--- config.mk ---
export PLATFORM = sky130hd
export DESIGN_NAME = sram_wr_arbiter
export DESIGN_NICKNAME = d
export VERILOG_FILES = /design/src/rtl/sram_wr_arbiter.sv
export SDC_FILE = /design/constraint.sdc
export NUM_CORES = 1
export LEC_CHECK = 0
export BUFFER_PORTS_ARGS = -buffer_cell sky130_fd_sc_hd__buf_4
export CAP_MARGIN = 20
export CORE_UTILIZATION = 44
export DETAILED_ROUTE_END_ITERATION = 6
export GPL_TIMING_DRIVEN = 0
export PLACE_DENSITY = 0.78
export RECOVER_POWER = 50
export SYNTH_ARGS = -nofsm -noshare
export SYNTH_HDL_FRONTEND = slang
export SYNTH_SLANG_ARGS = --single-unit
--- constraint.sdc ---
create_clock -name clk -period 3.17 [get_ports clk]
set_input_delay 0 -clock clk [delete_from_list [all_inputs] [get_ports clk]]
set_output_delay 0 -clock clk [all_outputs]
set_load 0.005 [all_outputs]
--- src/rtl/sram_wr_arbiter.sv ---
// Round-robin write arbiter and access sequencer for the 8-word SRAM FIFO buffer.
// Two producers share the buffer's write port; one consumer's reads pass through.
module sram_wr_arbiter #(
  parameter int unsigned BITS       = 12,
  parameter int unsigned WORD_DEPTH = 8,
  parameter int unsigned ADDR_WIDTH = 3
) (
  input  logic                  clk,
  input  logic                  rst_n,
  input  logic                  req0,
  input  logic                  req1,
  input  logic [BITS-1:0]       data0,
  input  logic [BITS-1:0]       data1,
  output logic                  gnt0,
  output logic                  gnt1,
  input  logic                  rd_req,
  output logic                  rd_gnt,
  input  logic                  clr_err,
  output logic                  mem_write,
  output logic                  mem_read,
  output logic [BITS-1:0]       mem_data_in,
  input  logic                  mem_ready,
  input  logic                  mem_overflow,
  output logic [ADDR_WIDTH:0]   count,
  output logic                  err
);

  typedef enum logic [1:0] {StInit, StRun, StHalt} state_e;

  localparam logic [ADDR_WIDTH:0] DepthW = WORD_DEPTH[ADDR_WIDTH:0];
  localparam logic [ADDR_WIDTH:0] CntOne = {{ADDR_WIDTH{1'b0}}, 1'b1};

  state_e              state_q, state_d;
  logic [ADDR_WIDTH:0] count_q, count_d;
  logic                last_q, last_d;
  logic                err_q, err_d;
  logic                mem_write_q, mem_write_d;
  logic                mem_read_q, mem_read_d;
  logic [BITS-1:0]     mem_data_in_q, mem_data_in_d;

  logic run, wr_ok, wr_acc;

  // Grants are forced low while reset is asserted, independent of the state register.
  assign run    = rst_n && (state_q == StRun);
  assign wr_ok  = count_q < DepthW;
  assign gnt0   = run && wr_ok && req0 && (!req1 || last_q);
  assign gnt1   = run && wr_ok && req1 && (!req0 || !last_q);
  assign rd_gnt = run && rd_req && (count_q != '0);
  assign wr_acc = gnt0 || gnt1;

  always_comb begin
    state_d       = state_q;
    count_d       = count_q;
    last_d        = last_q;
    err_d         = err_q;
    mem_write_d   = wr_acc;
    mem_read_d    = rd_gnt;
    mem_data_in_d = mem_data_in_q;

    unique case (state_q)
      StInit:  if (mem_ready)    state_d = StRun;
      StRun:   if (mem_overflow) state_d = StHalt;
      StHalt:  if (clr_err)      state_d = StInit;
      default: state_d = StInit;
    endcase

    if (wr_acc && !rd_gnt) begin
      count_d = count_q + CntOne;
    end else if (rd_gnt && !wr_acc) begin
      count_d = count_q - CntOne;
    end

    if (gnt1) begin
      last_d        = 1'b1;
      mem_data_in_d = data1;
    end else if (gnt0) begin
      last_d        = 1'b0;
      mem_data_in_d = data0;
    end

    // A fresh overflow wins over a simultaneous clear.
    if (mem_overflow) begin
      err_d = 1'b1;
    end else if (clr_err && (state_q == StHalt)) begin
      err_d = 1'b0;
    end
  end

  always_ff @(posedge clk) begin
    if (!rst_n) begin
      state_q       <= StInit;
      count_q       <= '0;
      last_q        <= 1'b1;
      err_q         <= 1'b0;
      mem_write_q   <= 1'b0;
      mem_read_q    <= 1'b0;
      mem_data_in_q <= '0;
    end else begin
      state_q       <= state_d;
      count_q       <= count_d;
      last_q        <= last_d;
      err_q         <= err_d;
      mem_write_q   <= mem_write_d;
      mem_read_q    <= mem_read_d;
      mem_data_in_q <= mem_data_in_d;
    end
  end

  assign count       = count_q;
  assign err         = err_q;
  assign mem_write   = mem_write_q;
  assign mem_read    = mem_read_q;
  assign mem_data_in = mem_data_in_q;

endmodule

==> flow_summary.toml <==
[timing]
drv_slew = 0
finalSetupViolCount = 0
hold_slack_ns = 0.003337
fin_crit_sh = 0.8208
finalHoldViolations = 0
setup-tns-final_ns = 0
maxSlewHeadroom = 0.7569
worst_slew_pin_slew_ns = 0.3647
maxClockFrequency_mhz = 384.3
finClkSkew_ns = 0.005672
rsz0062_at_grt = "no"
fin_crit_ns = 2.602

[final_layout]
fillers = 141
mostFrequentLayoutCells = "34 x buf_4, 27 x dlygate4sd3_1, 22 x dfxtp_1, 20 x clkbuf_4"
seqCellArea_sq_um = 440.4
post_route_cells_drive_above_1_share = 0.3128
diodes = 0
synthToLayoutAreaGrowth_pct = 68.63
multi_input_area_sq_um = 566.8
final_common_cell = "buf_4"
fin_util = 0.8011
nets = 232

[synth]
synth_area_sq_um = 1061
syn_area_per_cell_sq_um = 9.559
ys_ff_latch = 22
synth-seq-area-share = 0.4151
synth_nets = 147
yosys_warnings = 0
syn-instance-count = 111
ys_types = 31

[global_routing]
antenna_found_initial = 0
grt_overflow_total = 0
grt_usage = 0.2854
grt_max_degree = 13
grt_pass1_vias = 1219
grt_pass1_wl_microns = 5451

[floorplanning]
row_count = 17
coreArea_sq_um = 2233
io_pins = 54
die_w_microns = 51.11
start_util = 0.4751
die_h_microns = 51.11
fp.dieArea_sq_um = 2612

[cts]
cts_resized = 0
cts_tree = "built"
clk_pin_slew_ns = 0.13
cts-buffers-inserted = 3
post_cts_buffers = 0
clock-sinks = 22
clock_path_buffers = 2
clock_latency_ns = 0.31
root_buffer = "clkbuf_4"
hold_buffers = 27
cts.htree.levels = 1

[critical_path]
cpMostUsedCell = "ha_1"
reg2reg_slack_ns = 0.57
worstPathRequired_ns = 3.42
crit_family = "compound AO/OA/AOI/OAI gates"
max_stage_delay_ns = 0.41
startpoint_type = "flop"
cp_slowest_cell = "and4bb_4"
end_kind = "flop"
cp_cell_sequence = "and4bb_4 -> o21a_4 -> buf_2 -> ha_1 -> inv_1 -> ha_1 -> a21oi_1 -> a211oi_1 -> a31oi_1 -> mux2i_1"
arrival_ns = 2.86
critPathKind = "reg2reg"
crit_fanout = 10
worst-path-buf-inv = 2

[detailed_routing]
drtIter0Drc = 32
ant_nets = 0
first_pass_iters = 4
drc_errors = 0
vias_per_cell = 5.377
routedWlPerCell_microns = 15.39
routed_wl_microns = 3433
vias = 1199

[min_path]
worstHoldPathType = "in2reg"

[placed_design]
dpl.hpwl_microns = 1961
place_congestion = 0.7263
portBuffers = 53

[status]
outcome = "complete, no violations"

[power]
p_leak_nw = 0.8824
powerDensity_nw_per_um2 = 348.2
vdd_drop_max_uv = 307.6

[run]
cap_violations = 0
## final cells by class
| cell class | instances | share of cell area |
|---|---|---|
| buffer | 6 | 0.01958 |
| clock buffer | 4 | 0.02028 |
| inverter | 5 | 0.01049 |
| multi-input combinational | 78 | 0.3168 |
| sequential | 22 | 0.2462 |
| tap | 28 | 0.01958 |
| timing repair buffer | 80 | 0.3671 |
## report_power, final
| part | switching, mW | leakage (nW) | internal, mW |
|---|---|---|---|
| combinational | 0.0610 | 0.682 | 0.0949 |
| sequential | 0.0145 | 0.180 | 0.293 |
| clock | 0.0895 | 0.0210 | 0.0702 |
## per-layer routing
| layer | vias up | track usage | share of wire |
|---|---|---|---|
| li1 | 560 | - | - |
| met5 | - | 0 | 0 |
| met3 | 10 | 0.06250 | 0.078 |
| met4 | 0 | 0.1157 | 0.019 |
| met2 | 77 | 0.5154 | 0.49 |
| met1 | 552 | 0.3199 | 0.41 |
## sequential cells by signal, summed over array words and instances, names as in the netlist
name,cells
state_q,2
err,1
last_q,1
count,4
mem_write,1
mem_read,1
mem_data_in,12
## tightest hold or removal path: stages
cell and delay, ns:
buf_4 0.10, mux2i_1 0.11, nor3b_1 0.06
## path summary, 6_finish.rpt
check	startpoint	to	cells past startpoint
worst max-delay path	state_q[1]	count[3]	10
worst min-delay path	mem_ready	state_q[0]	3
worst max register to register	state_q[1]	count[3]	10
worst min register to register	state_q[1]	state_q[0]	1
## per-stage QoR
step / setup WS [ns] / cell area, sq um / std cells / total power [mW]
floorplan: 0.9113 / 1061 / 111 / 0.3688
global placement: 0.7252 / 1494 / 192 / 0.4312
detailed placement: 0.6162 / 1494 / 192 / 0.4376
CTS: 0.5865 / 1800 / 223 / 0.6165
global route: 0.3393 / 1789 / 223 / 0.6479
finish: 0.5681 / 1789 / 223 / 0.6231
## cell usage after synthesis (all sizes together)
cell	n	area, sq um
dfxtp	22	440.4
a21oi	15	75.07
mux2i	15	150.1
o21ai	13	65.06
nand2	6	22.52
inv	5	18.77
buf	3	23.77
clkbuf	3	11.26
ha	3	37.54
nor2	3	11.26
and2	2	12.51
nand3	2	22.52
nand3b	2	15.01
nor2b	2	12.51
o21a	2	22.52
xnor2	2	17.52
a211oi	1	7.510
a21boi	1	7.510
a31oi	1	6.260
and4bb	1	16.27
fa	1	20.02
nand2b	1	6.260
nand4b	1	8.760
nor3b	1	7.510
nor4	1	6.260
o211ai	1	7.510
or3b	1	8.760
## logic make-up (layout without fill, tap and decap cells)
logic type / count (synthesis) / count (layout) / synth area share
flops: 22 / 22 / 0.4151
fa+ha+maj: 4 / 4 / 0.05425
xor+xnor: 2 / 2 / 0.01651
compound gates: 34 / 34 / 0.1804
simple gates: 23 / 23 / 0.1415
mux: 15 / 15 / 0.1415
buf+inv: 11 / 95 / 0.05071
(Power assumes the default switching activity.)
